`src/rtl/vram_arbiter.sv`:
```
// rtl/vram_arbiter.sv - display/writer arbiter for the single-port board RAM
//
// Ports:
//   clk, rst                         clock, synchronous active-high reset
//   vblank                           high outside active video lines
//   disp_req/disp_addr               display read request
//   disp_gnt/disp_rvalid/disp_rdata  display grant and read return
//   wr_req/wr_we/wr_addr/wr_wdata    writer request (read or write)
//   wr_gnt/wr_rvalid/wr_rdata        writer grant and read return
//   mem_en/mem_we/mem_addr/mem_wdata RAM command
//   mem_rdata                        RAM read data, one cycle after a read
module vram_arbiter #(
   parameter int AW         = 4,
   parameter int DW         = 4,
   parameter int STARVE_MAX = 200,
   parameter int TEAR_FREE  = 1
) (
   input  logic          clk,
   input  logic          rst,
   input  logic          vblank,
   input  logic          disp_req,
   input  logic [AW-1:0] disp_addr,
   output logic          disp_gnt,
   output logic          disp_rvalid,
   output logic [DW-1:0] disp_rdata,
   input  logic          wr_req,
   input  logic          wr_we,
   input  logic [AW-1:0] wr_addr,
   input  logic [DW-1:0] wr_wdata,
   output logic          wr_gnt,
   output logic          wr_rvalid,
   output logic [DW-1:0] wr_rdata,
   output logic          mem_en,
   output logic          mem_we,
   output logic [AW-1:0] mem_addr,
   output logic [DW-1:0] mem_wdata,
   input  logic [DW-1:0] mem_rdata
);

   typedef enum logic [1:0] {
      TAG_NONE = 2'd0,
      TAG_DISP = 2'd1,
      TAG_WRD  = 2'd2
   } tag_e;

   localparam logic [7:0] STARVE_LIM = 8'(STARVE_MAX);

   logic          wr_ok;
   logic [7:0]    starve_cnt_q, starve_cnt_d;
   logic          force_q, force_d;
   tag_e          tag_q, tag_d;
   logic [DW-1:0] disp_rdata_q, disp_rdata_d;
   logic [DW-1:0] wr_rdata_q, wr_rdata_d;

   always_comb begin
      wr_ok = wr_req & (vblank | (TEAR_FREE == 0));

      // Priority: forced writer, then display, then eligible writer.
      disp_gnt = 1'b0;
      wr_gnt   = 1'b0;
      if (!rst) begin
         if (force_q && wr_ok) begin
            wr_gnt = 1'b1;
         end else if (disp_req) begin
            disp_gnt = 1'b1;
         end else if (wr_ok) begin
            wr_gnt = 1'b1;
         end
      end

      mem_en    = disp_gnt | wr_gnt;
      mem_we    = wr_gnt & wr_we;
      mem_addr  = '0;
      mem_wdata = '0;
      if (disp_gnt) begin
         mem_addr = disp_addr;
      end else if (wr_gnt) begin
         mem_addr  = wr_addr;
         mem_wdata = wr_wdata;
      end

      // Counter tracks consecutive cycles an eligible writer was refused.
      if (!wr_ok || wr_gnt) begin
         starve_cnt_d = '0;
      end else if (starve_cnt_q != STARVE_LIM) begin
         starve_cnt_d = starve_cnt_q + 8'd1;
      end else begin
         starve_cnt_d = starve_cnt_q;
      end
      // Force is raised one cycle after saturation and dropped by the grant
      // it causes, so a single forced slot is taken per starvation episode.
      force_d = wr_ok & ~wr_gnt & (starve_cnt_q == STARVE_LIM);

      if (disp_gnt) begin
         tag_d = TAG_DISP;
      end else if (wr_gnt && !wr_we) begin
         tag_d = TAG_WRD;
      end else begin
         tag_d = TAG_NONE;
      end

      // The RAM output register supplies data in the return cycle; the hold
      // registers keep the last returned word once rvalid drops.
      disp_rvalid = !rst && (tag_q == TAG_DISP);
      wr_rvalid   = !rst && (tag_q == TAG_WRD);
      disp_rdata  = rst ? '0 : (disp_rvalid ? mem_rdata : disp_rdata_q);
      wr_rdata    = rst ? '0 : (wr_rvalid ? mem_rdata : wr_rdata_q);
      disp_rdata_d = disp_rdata;
      wr_rdata_d   = wr_rdata;
   end

   always_ff @(posedge clk) begin
      if (rst) begin
         starve_cnt_q <= '0;
         force_q      <= 1'b0;
         tag_q        <= TAG_NONE;
         disp_rdata_q <= '0;
         wr_rdata_q   <= '0;
      end else begin
         starve_cnt_q <= starve_cnt_d;
         force_q      <= force_d;
         tag_q        <= tag_d;
         disp_rdata_q <= disp_rdata_d;
         wr_rdata_q   <= wr_rdata_d;
      end
   end

endmodule

```
`config.mk`:
```
export PLATFORM = sky130hd
export DESIGN_NAME = vram_arbiter
export DESIGN_NICKNAME = d
export VERILOG_FILES = /design/src/rtl/vram_arbiter.sv
export SDC_FILE = /design/constraint.sdc
export NUM_CORES = 1
export LEC_CHECK = 0
export CAP_MARGIN = 10
export CORE_MARGIN = 2
export CORE_UTILIZATION = 35
export DETAILED_ROUTE_END_ITERATION = 12
export GPL_TIMING_DRIVEN = 1
export MAX_ROUTING_LAYER = met4
export PLACE_DENSITY_LB_ADDON = 0.3
export SLEW_MARGIN = 20
export SYNTH_ARGS = -nofsm -noshare
export SYNTH_HDL_FRONTEND = slang
export SYNTH_SLANG_ARGS = --single-unit
export TNS_END_PERCENT = 1
```
`constraint.sdc`:
```
create_clock -name clk -period 1.6 [get_ports clk]
set_input_delay 0.32 -clock clk [delete_from_list [all_inputs] [get_ports clk]]
set_output_delay 0.32 -clock clk [all_outputs]
set_load 0.005 [all_outputs]
```
==> summary.md, run 1 <==
| Metric | Value |
|---|---|
| Setup crit end kind | `output pin` |
| Failing checks | `setup timing` |
| Crit path DAT | `1450 ps` |
| Reg2reg setup slack | `240 ps` |
| Max cap viols | `0` |
| DIE WIDTH | `55.7 um` |
| Number of DRC markers in iteration 0 | `12` |
| Seq/Total Area, Yosys | `40.6%` |
| Worst R2R End | `starve_cnt_q[5]` |
| Max incr delay on CP | `330 ps` |
| FMAX | `564 MHz` |
| Leakage Power | `0.702 nW` |
| Hold Vio Cnt, Final | `0` |
| Antenna-violating nets left | `0` |
| Minimum clock period | `1770 ps` |
| Cells along the critical path | `nor2b_1 -> buf_4 -> buf_6 -> mux2i_4 -> nor2_1 -> clkbuf_2` |
| Worst path required time | `1280 ps` |
| Syn Nets | `132` |
| Post-Syn Instances | `108` |
| Worst Hold End | `tag_q[1]` |
| Pwr Density | `563 mW/mm^2` |
| CTS Sinks | `19` |
| Ports | `44` |
| Critical Path Source Type | `flip-flop` |
| Clock-pin slew on the worst setup and hold paths | `100 ps` |
| Number of synthesized flops with an enable pin | `0` |
| Final global-route overflow total | `0` |
| Crit Path Max Fanout | `4` |
| Final Cycle Share | `111%` |
| RSZ-0062 raised after global routing | `yes` |
| Number of max-slew violations in the final report | `0` |
| Remaining DRCs | `0` |
| H-tree levels | `1` |
| Core area | `0.00250 mm^2` |
| Fin util | `64.5%` |
| Setup TNS | `-1380 ps` |
| Gr usage total | `18.3%` |
| Routability cong. | `0.777` |
| Filler instances | `214` |
| Hold_sp | `rst` |
| Vias in the first global route | `1031` |
| Chip height | `55.7 um` |
| DR vias/cell | `4.89` |
| Ys async rst share | `0%` |
| Area grow syn2layout | `72.1%` |
| Total Wirelength | `2690 um` |
| Slew margin rel. | `75.0%` |
| Largest net degree at the start of global routing | `19` |
| Hold Path Depth | `2` |
| Fraction of layout cells with a size suffix above 1 | `37.1%` |
| Max IR drop VDD | `0.511 mV` |
| FF+latch count, synth | `19` |
| YS warnings | `0` |
| Top FF cell, synth | `dfxtp_1` |
| Post-DP HPWL | `2020 um` |
| Critical path type | `reg -> out` |
| Buffers on Ports | `43` |
| Cell variety after synth | `30` |
| Hold Crit Class | `in -> reg` |
| Nets | `203` |
| Initial Utilization | `37.5%` |
| Clk root buf | `clkbuf_4` |
| TritonRoute pass-1 iters | `4` |
| DIE AREA | `0.00311 mm^2` |
| Setup WS post-layout | `-172 ps` |
| Outcome | `finished, violations left` |
| Dpl ws | `-616 ps` |
| Vias | `1017` |
| Clock buffer depth | `2` |
| Avg Synthesized Cell Area | `8.68 um^2` |
| Worst hold margin | `427 ps` |
| R2R Path Start | `force_q` |
| R2r worst-path depth | `3` |
| Rows | `18` |
| TritonCTS Buffers | `3` |
| Slowest cell on crit path | `dfxtp_2` |
| ANT cells | `0` |
| Most frequent cells in the layout | `buf_4 (26), nor2_1 (19), clkdlybuf4s50_1 (17)` |
| Final setup fails | `13` |
| CTS tree | `yes` |
| Initial antenna violation count | `0` |
| Clock Latency Late Sink | `300 ps` |
| First-pass GRT wire length | `4530 um` |
| Most common cell after layout, fill and taps aside | `buf_4` |
| Max Clock Skew | `4.12 ps` |
| Slew at the pin with the worst max-slew slack | `375 ps` |
| Synth Cell Area | `937 um^2` |
| WL per Instance | `12.9 um` |
-- critical path: cells and delay by family, from the launching register on --
family	cells	cell delay, ps
AND/OR/NAND/NOR	2	240
multiplexers	1	180
buffers and inverters	3	400
flip-flops	1	330
-- stage by stage --
step | instance area [um^2] | power, mW | std cells
floorplan | 937 | 0.544 | 108
global placement | 1500 | 0.662 | 192
detailed placement | 1500 | 0.668 | 192
CTS | 1630 | 0.915 | 208
global route | 1610 | 0.952 | 208
finish | 1610 | 0.908 | 208
-- cells by family after synthesis --
kind of cell,count (synthesis),share of synthesized area [%]
XOR/XNOR,3,2.80
flip-flops,19,40.6
AO/OA/AOI/OAI,15,10.7
adder cells (fa/ha/maj),2,2.67
AND/OR/NAND/NOR,53,30.6
multiplexers,8,8.55
buffers and inverters,8,4.14
-- cell usage after synthesis (3+ instances only) --
cell type	n	area share [%]
clkbuf_1	4	1.6
o21ai_0	4	2.1
and2_1	5	3.3
dfxtp_1	19	41
nand2_1	3	1.2
or3_1	4	2.7
mux2i_1	8	8.5
a22o_1	4	3.7
a21oi_1	4	2.1
nand3_1	4	2.1
nor3_1	4	2.1
nor2b_1	3	2.0
nor2_1	19	7.6
-- routing by layer --
layer	track usage (%)	share of wire, %	vias to the layer above
met5	-	0	-
met4	3.14	0.37	0
met3	4.42	4.1	2
met2	35.5	56	22
met1	18.6	40	479
li1	-	-	514
-- what timing repair did --
| action | CTS | global route |
|---|---|---|
| resized for setup | 67 | 20 |
| setup endpoints to repair | 26 | 21 |
| hold buffers | 0 | 0 |
| gates cloned | 1 | 0 |
| hold endpoints to repair | 0 | 0 |
| pin swaps | 2 | 2 |
| buffers inserted | 11 | 0 |
-- sequential cells by signal (all words and copies together), names as in the netlist --
signal and flops:
tag_q 2, force_q 1, disp_rdata_q 4, wr_rdata_q 4, starve_cnt_q 8
-- report_power, final --
part / switching, mW / total [mW] / internal [mW]
logic: 0.0647 / 0.180 / 0.116
registers: 0.00483 / 0.487 / 0.482
clock network: 0.148 / 0.241 / 0.0931
-- how the worst max path moves through the flow --
stage,from,end,slack [ps]
2_1_floorplan,rst,mem_addr[0],280
3_3_place_gp,rst,mem_addr[1],-580
3_5_place_dp,rst,mem_addr[0],-620
4_1_cts,force_q,mem_en,-220
5_1_grt,tag_q[1],wr_rdata[0],-260
6_report,tag_q[1],wr_rdata[0],-170
-- layout make-up --
class	instances	area, um^2	area share, %
Multi-Input combinational cell	81	579	35.9
Timing Repair Buffer	72	577	35.8
Sequential cell	19	384	23.8
Tap cell	30	37.5	2.33
Clock buffer	3	22.5	1.40
Inverter	2	7.51	0.465
Clock inverter	1	5.00	0.310
Power figures use the tool's default switching activity.
==> run 2, diff against run 1 <==
--- a/config.mk
+++ b/config.mk
@@ -12,6 +12,7 @@
 export GPL_TIMING_DRIVEN = 1
 export MAX_ROUTING_LAYER = met4
 export PLACE_DENSITY_LB_ADDON = 0.3
+export SKIP_CTS_REPAIR_TIMING = 1
 export SLEW_MARGIN = 20
 export SYNTH_ARGS = -nofsm -noshare
 export SYNTH_HDL_FRONTEND = slang
==> run 2 against run 1 <==
Compared with the run above: the run still ends with setup timing left; wire length is 5.8% higher; highest routed layer unchanged; clock power decreased by 2%; clock skew down 0.65 ps.
==> summary.md, run 2 (same netlist as run 1, synthesis figures left out) <==
| Metric | Value |
|---|---|
| Reg2reg setup slack | `260 ps (+20 ps)` |
| Cell Area, Placed | `0.00150 mm^2 (unchanged)` |
| Number of DRC markers in iteration 0 | `26 (+14)` |
| Fraction of layout cells with a size suffix above 1 | `39.2% (+2.1 points)` |
| Slew margin rel. | `77.0% (+1.9 points)` |
| Crit path DAT | `1610 ps (+160 ps)` |
| WL per Instance | `13.5 um (+4.3%)` |
| Hold Vio Cnt, Final | `0 (unchanged)` |
| FMAX | `517 MHz (-8.3%)` |
| R2r worst-path depth | `3 (unchanged)` |
| Most frequent cells in the layout | `buf_4 (25), nor2_1 (19), clkdlybuf4s50_1 (19)` |
| Hold Crit Class | `in -> reg` |
| Area grow syn2layout | `78.9%` |
| Total Wirelength | `2850 um (+5.8%)` |
| Fin util | `67.1% (+2.6 points)` |
| Hold Path Depth | `2 (unchanged)` |
| DR vias/cell | `4.87 (-0.45%)` |
| Setup TNS | `-2840 ps (-1460 ps)` |
| Max IR drop VDD | `0.504 mV (-1.4%)` |
| Antenna-violating nets left | `0 (unchanged)` |
| Dpl ws | `-616 ps (unchanged)` |
| Slew at the pin with the worst max-slew slack | `341 ps (-33.8 ps)` |
| Largest register FFs | `8 (unchanged)` |
| Largest net degree at the start of global routing | `19 (unchanged)` |
| H-tree levels | `1 (unchanged)` |
| Pwr Density | `547 mW/mm^2 (-2.8%)` |
| Crit Path Max Fanout | `4 (unchanged)` |
| Max Clock Skew | `3.48 ps (-0.646 ps)` |
| Biggest registers after layout | `starve_cnt_q (8), disp_rdata_q (4), wr_rdata_q (4)` |
| Max cap viols | `0 (unchanged)` |
| Final Cycle Share | `121% (+10 points)` |
| Initial Utilization | `37.5% (unchanged)` |
| Initial antenna violation count | `0 (unchanged)` |
| Fin area | `0.00168 mm^2 (+4.0%)` |
| Critical path type | `reg -> out` |
| Clock-pin slew on the worst setup and hold paths | `110 ps (about the same)` |
| Nets | `206 (+1.5%)` |
| First-pass GRT wire length | `4210 um (-7.0%)` |
| Core area | `0.00250 mm^2 (unchanged)` |
| Final global-route overflow total | `0 (unchanged)` |
| Leakage Power | `0.803 nW (+14%)` |
| Setup crit end kind | `output pin` |
| TritonRoute pass-1 iters | `4 (unchanged)` |
| TritonCTS Buffers | `3 (unchanged)` |
| Clk root buf | `clkbuf_4` |
| RSZ-0062 raised after global routing | `yes` |
| Ports | `44 (unchanged)` |
| Minimum clock period | `1930 ps (+161 ps)` |
| Number of max-slew violations in the final report | `0 (unchanged)` |
| Clock buffer depth | `2 (unchanged)` |
| Most common cell after layout, fill and taps aside | `buf_4` |
| Outcome | `finished, violations left` |
| Failing checks | `setup timing` |
| DIE WIDTH | `55.7 um (unchanged)` |
| Clock Latency Late Sink | `290 ps (about the same)` |
| Post-DP HPWL | `2020 um (unchanged)` |
| DIE AREA | `0.00311 mm^2 (unchanged)` |
| ANT cells | `0 (unchanged)` |
| Worst path required time | `1280 ps (about the same)` |
| Biggest register | `starve_cnt_q` |
| Remaining DRCs | `0 (unchanged)` |
| Routability cong. | `0.777 (unchanged)` |
| Setup WS post-layout | `-333 ps (-161 ps)` |
| Rows | `18 (unchanged)` |
| Final setup fails | `16 (+3)` |
| CTS tree | `yes` |
| Vias in the first global route | `944 (-8.4%)` |
| CTS Sinks | `19 (unchanged)` |
| Vias | `1027 (+0.98%)` |
| Chip height | `55.7 um (unchanged)` |
| Buffers on Ports | `43 (unchanged)` |
| Gr usage total | `17.0% (-1.3 points)` |
| Critical Path Source Type | `flip-flop` |
[run 2: cell types whose count changed in the layout (fill, tap and decap cells not counted), moves of 2 or more]
cell,previous run,this run
dlygate4sd2_1,4,0
buf_2,5,3
clkbuf_2,11,13
clkdlybuf4s50_1,17,19
buf_6,3,7
dlymetal6s2s_1,1,8
clkdlybuf4s15_1,5,0
mux2i_2,5,7
[run 2: per-layer routing]
metal,up-vias,part of all wire [%],global-route usage [%]
met5,-,0,-
met4,0,0.70,3.14
met3,2,3.1,4.42
met2,19,56,32.7
met1,486,40,17.4
li1,520,-,-
[run 2: critical path, stage by stage (launching register included)]
cell and delay [ps]:
dfxtp_2 350, nor2b_4 140, nor3_4 50, buf_4 140, buf_6 120, buf_6 110
buf_6 100, a22o_1 190, buf_2 120
[run 2: stage by stage]
stage          std cells  hold slack (ps)  power [mW]
2_1_floorplan        108              399       0.544
3_3_place_gp         192              471       0.662
3_5_place_dp         192              486       0.668
4_1_cts              196              513       0.910
5_1_grt              211              348       0.966
6_report             211              343       0.917
[run 2: area by class of cell]
class	instances	area [um^2]
Sequential cell	19	384
Multi-Input combinational cell	81	583
Fill cell	206	823
Timing Repair Buffer	75	637
Tap cell	30	37.5
Clock buffer	3	22.5
Clock inverter	1	5.00
Inverter	2	7.51
[run 2: where the power goes]
part	internal, mW	switching [mW]	total [mW]	leakage [nW]
clock	0.0930	0.144	0.237	0.0177
sequential	0.482	0.00503	0.487	0.155
combinational	0.124	0.0685	0.193	0.630
total	0.699	0.218	0.917	0.803
[run 2: path summary, 6_finish.rpt]
kind | from | endpoint
worst min-delay path | rst | tag_q[1]
worst max-delay path | force_q | mem_addr[1]
worst max register to register | force_q | starve_cnt_q[5]
worst min register to register | starve_cnt_q[7] | starve_cnt_q[7]
==> RTL change 1: new RTL, flow settings as in run 1 <==
Encoding of `tag_e`: now one-hot (3 bits for 3 values).
--- a/src/rtl/vram_arbiter.sv
+++ b/src/rtl/vram_arbiter.sv
@@ -37,10 +37,10 @@
    input  logic [DW-1:0] mem_rdata
 );
 
-   typedef enum logic [1:0] {
-      TAG_NONE = 2'd0,
-      TAG_DISP = 2'd1,
-      TAG_WRD  = 2'd2
+   typedef enum logic [2:0] {
+      TAG_NONE = 3'b001,
+      TAG_DISP = 3'b010,
+      TAG_WRD  = 3'b100
    } tag_e;
 
    localparam logic [7:0] STARVE_LIM = 8'(STARVE_MAX);
Formal check against the unedited RTL: same outputs for any inputs over 10 cycles, from zero or initial values and one cycle with rst high; not proved beyond that.
==> RTL change 1 against run 1 <==
The run still ends with negative setup slack left; maximum frequency is 12% lower; sequential power rose by 4.5%; area after synthesis up 2.8%; power is 21% higher; setup slack lost 0.23 ns; sequential cell count up 1; sequential share of layout area decreased by 2.3 points; wire length grew 35%; die area is 2.6% higher; global-route usage rose by 3.6 points; cell area is 18% higher; first-iteration DRC count rose to 3.2 times the old value; register-to-register slack got worse by 0.48 ns.
==> RTL change 1: results (changes against run 1) <==
\begin{tabular}{lr}
\hline
Metric & Value \\
\hline
\multicolumn{2}{l}{\textbf{Pwr}} \\
Leakage power & 0.8015 nW (+14\%) \\
\multicolumn{2}{l}{\textbf{Finish}} \\
Final net count & 223 (+9.9\%) \\
Fraction of final layout cells with drive strength greater than 1 & 0.4495 (+0.07871) \\
\multicolumn{2}{l}{\textbf{Placed design}} \\
Placed Cells incl. Taps & 190 (-1.0\%) \\
Total cell area at the placement stage & 1514 µm² (+0.83\%) \\
Final HPWL DP & 1.865 mm (-7.6\%) \\
Pre-CTS setup slack & -0.8763 ns (-0.2607 ns) \\
\multicolumn{2}{l}{\textbf{Synth}} \\
Synthesized area per cell & 9.089 µm² (+4.7\%) \\
Multiplexer area fraction after synthesis & 0.08312 (-0.002330) \\
Adder and majority cell fraction of the synthesized area & 0.02597 (-0.0007282) \\
Cell types occupying the most area after synthesis & dfxtp\_1, mux2i\_1, nor2\_1 \\
Xor/xnor cell area share of the yosys netlist & 0.02727 (-0.0007647) \\
\multicolumn{2}{l}{\textbf{Route}} \\
First DRT Iteration DRCs & 38 (+26) \\
Number of vias per cell after detailed routing & 4.952 (+1.3\%) \\
\multicolumn{2}{l}{\textbf{Worst setup path}} \\
Slowest stage delay, CP & 0.38 ns (+0.05 ns) \\
FF-to-FF setup slack & -0.24 ns (-0.48 ns) \\
Library cell contributing the largest single delay on the critical path & dfxtp\_4 \\
\multicolumn{2}{l}{\textbf{GRT}} \\
M2 GR Usage & 0.4086 (+0.05320) \\
Total routing resource utilization after global routing & 0.2193 (+0.03628) \\
Global Route met3 Usage & 0.05069 (+0.006505) \\
\multicolumn{2}{l}{\textbf{STA}} \\
Final setup skew & 0.001765 ns (-0.002358 ns) \\
Fin Setup TNS & -5.980 ns (-4.602 ns) \\
Min setup slack post-route & -0.4067 ns (-0.2350 ns) \\
Final number of setup-violating endpoints & 27 (+14) \\
\multicolumn{2}{l}{\textbf{Status}} \\
Result of the run & finished with violations \\
Violations in the final reports & negative setup slack \\
\hline
\end{tabular}
RTL change 1: stage by stage:
| step | utilization | hold slack (ns) | power (W) |
|---|---|---|---|
| 2_1_floorplan | - | 0.4106 | 0.0005588 |
| 3_3_place_gp | 0.5636 | 0.4717 | 0.0006532 |
| 3_5_place_dp | 0.5636 | 0.4797 | 0.0006559 |
| 4_1_cts | 0.6796 | 0.3520 | 0.001086 |
| 5_1_grt | 0.7089 | 0.2307 | 0.001142 |
| 6_report | 0.7089 | 0.2253 | 0.001100 |
RTL change 1: path summary, 6_finish.rpt:
check | startpoint | to
max | tag_q[0] | disp_rdata[2]
min | vblank | tag_q[1]
max reg2reg | tag_q[0] | disp_rdata_q[1]
min reg2reg | force_q | tag_q[1]
RTL change 1: layout make-up:
type	count	area [µm²]
well taps	31	38.79
fillers	188	782.0
flip-flops and latches	20	410.4
inverters	2	7.507
multi-input cells	80	624.3
clock inverters	1	30.03
repair buffers	92	770.7
clock buffers	3	22.52
RTL change 1: cell families (layout without fill, tap and decap cells):
family                     Yosys count  after routing
and+or+nand+nor                     52             52
AOI/OAI and AO/OA                   15             15
xor gates and xnor gates             3              3
muxes                                8              8
DFF                                 20             20
buffers and inverters                6             98
adders and majority gates            2              2
RTL change 1: critical path, delay by kind of cell (launching register included):
kind          cells  cell delay (ns)
buf+inv           3             0.40
mux               1             0.25
simple gates      2             0.35
flops             1             0.38
RTL change 1: report_power, final:
group	internal (W)	total (W)	leakage, nW	switching, W
clock	0.000253	0.000418	0.0279	0.000164
combinational	0.000111	0.000174	0.610	0.0000632
sequential	0.000502	0.000509	0.164	0.00000680
total	0.000866	0.00110	0.801	0.000234
RTL change 1: routing by layer:
layer,share of wire,up-vias,routed length (µm)
li1,-,561,-
met1,0.40,534,1436
met2,0.53,26,1932
met3,0.037,13,133
met4,0.033,0,119
met5,0,-,0
RTL change 1: what timing repair did:
action,CTS,global route
buffers inserted,32,2
cloned,1,0
setup endpoints to repair,25,34
resized for setup,70,36
endpoints found under the hold margin,0,0
pin swaps,11,7
==> RTL change 2: new RTL, config.mk and constraints of run 1 <==
Made on the original files. Set the parameter `AW` to 3 (it was 4).
--- a/src/rtl/vram_arbiter.sv
+++ b/src/rtl/vram_arbiter.sv
@@ -10,7 +10,7 @@
 //   mem_en/mem_we/mem_addr/mem_wdata RAM command
 //   mem_rdata                        RAM read data, one cycle after a read
 module vram_arbiter #(
-   parameter int AW         = 4,
+   parameter int AW         = 3,
    parameter int DW         = 4,
    parameter int STARVE_MAX = 200,
    parameter int TEAR_FREE  = 1
Ports: changed (resized disp_addr, mem_addr and wr_addr); port bits go from 44 to 41. No check against the original RTL was run, so the function may have changed too.
==> RTL change 2 against run 1 <==
The run still ends with negative setup slack left; area after synthesis shrank 2.1%; count of clock-buffer cells in the layout did not move; wire length is 13% higher; cell count rose by 7.2%; setup slack gained 0.034 ns; power increased by 3.9%; utilization is 7.4 points higher; register-to-register slack lost 0.25 ns; sequential cell count stayed put; cell area is 10% higher.
==> RTL change 2: results (changes against run 1) <==
\begin{tabular}{lr}
\hline
Metric & Value \\
\hline
\multicolumn{2}{l}{\textbf{Status}} \\
Result of the run & finished with violations \\
Violations in the final reports & negative setup slack \\
\multicolumn{2}{l}{\textbf{GRT}} \\
Number of global-route vias before repair & 1034 (+0.29\%) \\
Maximum number of pins on one net before global-route repair & 20 (+1) \\
First-pass GRT wire length & 4.823 mm (+6.6\%) \\
\multicolumn{2}{l}{\textbf{STA}} \\
Min setup slack post-route & -0.1373 ns (+0.03436 ns) \\
Smallest hold slack & 0.4815 ns (+0.05488 ns) \\
Transition time at the pin with the least slew margin & 0.3529 ns (-0.02179 ns) \\
Final number of setup-violating endpoints & 18 (+5) \\
Final setup skew & 0.0005212 ns (-0.003602 ns) \\
\multicolumn{2}{l}{\textbf{Finish}} \\
Final net count & 216 (+6.4\%) \\
Non-clock buffers, area share & 0.3989 (+0.04124) \\
Multi-input gate share of the layout cell area & 0.3434 (-0.01579) \\
Comb\_multi\_in & 80 (-1.2\%) \\
Biggest Area Class & buffers \\
\multicolumn{2}{l}{\textbf{Worst setup path}} \\
Logic depth of the worst register-to-register path & 10 (+7) \\
Critical R2R Capture & wr\_rdata\_q[3] \\
FF-to-FF setup slack & -0.01 ns (-0.25 ns) \\
Biggest fanout along the worst timing path & 5 (+1) \\
\multicolumn{2}{l}{\textbf{Placed design}} \\
Final HPWL DP & 1.891 mm (-6.3\%) \\
IO Port Bufs & 40 (-7.0\%) \\
Pre-CTS setup slack & -0.7072 ns (-0.09163 ns) \\
\multicolumn{2}{l}{\textbf{Synth}} \\
Post-synthesis sequential area ratio & 0.4147 (+0.008859) \\
Synth cell types & 29 (-3.3\%) \\
Cell types occupying the most area after synthesis & dfxtp\_1, mux2i\_1, nor2\_1 \\
Net Count, Synth & 128 (-3.0\%) \\
\multicolumn{2}{l}{\textbf{Route}} \\
Post-Route WL & 3.047 mm (+13\%) \\
\multicolumn{2}{l}{\textbf{Min path}} \\
Worst-case hold path end point & wr\_rdata\_q[1] \\
Cell depth of the worst min-delay path & 3 (+1) \\
\multicolumn{2}{l}{\textbf{Clocking}} \\
Post-CTS setup repair buffer count & 31 (+20) \\
\hline
\end{tabular}
-- RTL change 2: cell count changes after synthesis, sizes merged --
cell / before / now
buf: 2 / 1
a22o: 4 / 3
-- RTL change 2: layer usage --
| metal | vias up | track usage | wire length [µm] |
|---|---|---|---|
| met5 | - | - | 0 |
| met4 | 0 | 0.02439 | 8 |
| met3 | 2 | 0.04839 | 98 |
| met2 | 17 | 0.4365 | 1672 |
| met1 | 524 | 0.2529 | 1268 |
| li1 | 540 | - | - |
-- RTL change 2: cells by family after synthesis --
family	count (synthesis)	share of synthesized area
buffers and inverters	7	0.03001
adder cells (fa/ha/maj)	2	0.02728
AND/OR/NAND/NOR	53	0.3124
multiplexers	8	0.08732
flip-flops	19	0.4147
AO/OA/AOI/OAI	14	0.09959
XOR/XNOR	3	0.02865
-- RTL change 2: power by group --
| group | internal (W) | switching (W) | leakage (nW) | total (W) |
|---|---|---|---|---|
| Sequential | 0.000480 | 0.00000490 | 0.156 | 0.000485 |
| Combinational | 0.000138 | 0.0000761 | 0.610 | 0.000214 |
| Clock | 0.0000931 | 0.000151 | 0.0177 | 0.000244 |
-- RTL change 2: how the worst max path moves through the flow --
stage	slack [ns]	startpoint	end	depth (start not counted)
floorplan	0.26	disp_req	mem_addr[0]	3
global placement	-0.65	disp_req	mem_wdata[0]	6
detailed placement	-0.71	disp_req	mem_wdata[3]	6
CTS	-0.16	force_q	mem_en	6
global route	-0.21	tag_q[1]	wr_rdata[1]	6
finish	-0.14	tag_q[1]	wr_rdata[1]	6
-- RTL change 2: per-stage QoR --
stage / area [µm²] / setup TNS, ns / util
global route: 1782 / -2.608 / 0.7192
global placement: 1463 / -11.67 / 0.5904
floorplan: 917.1 / 0 / -
finish: 1782 / -1.312 / 0.7192
CTS: 1728 / -1.714 / 0.6975
detailed placement: 1463 / -12.47 / 0.5904
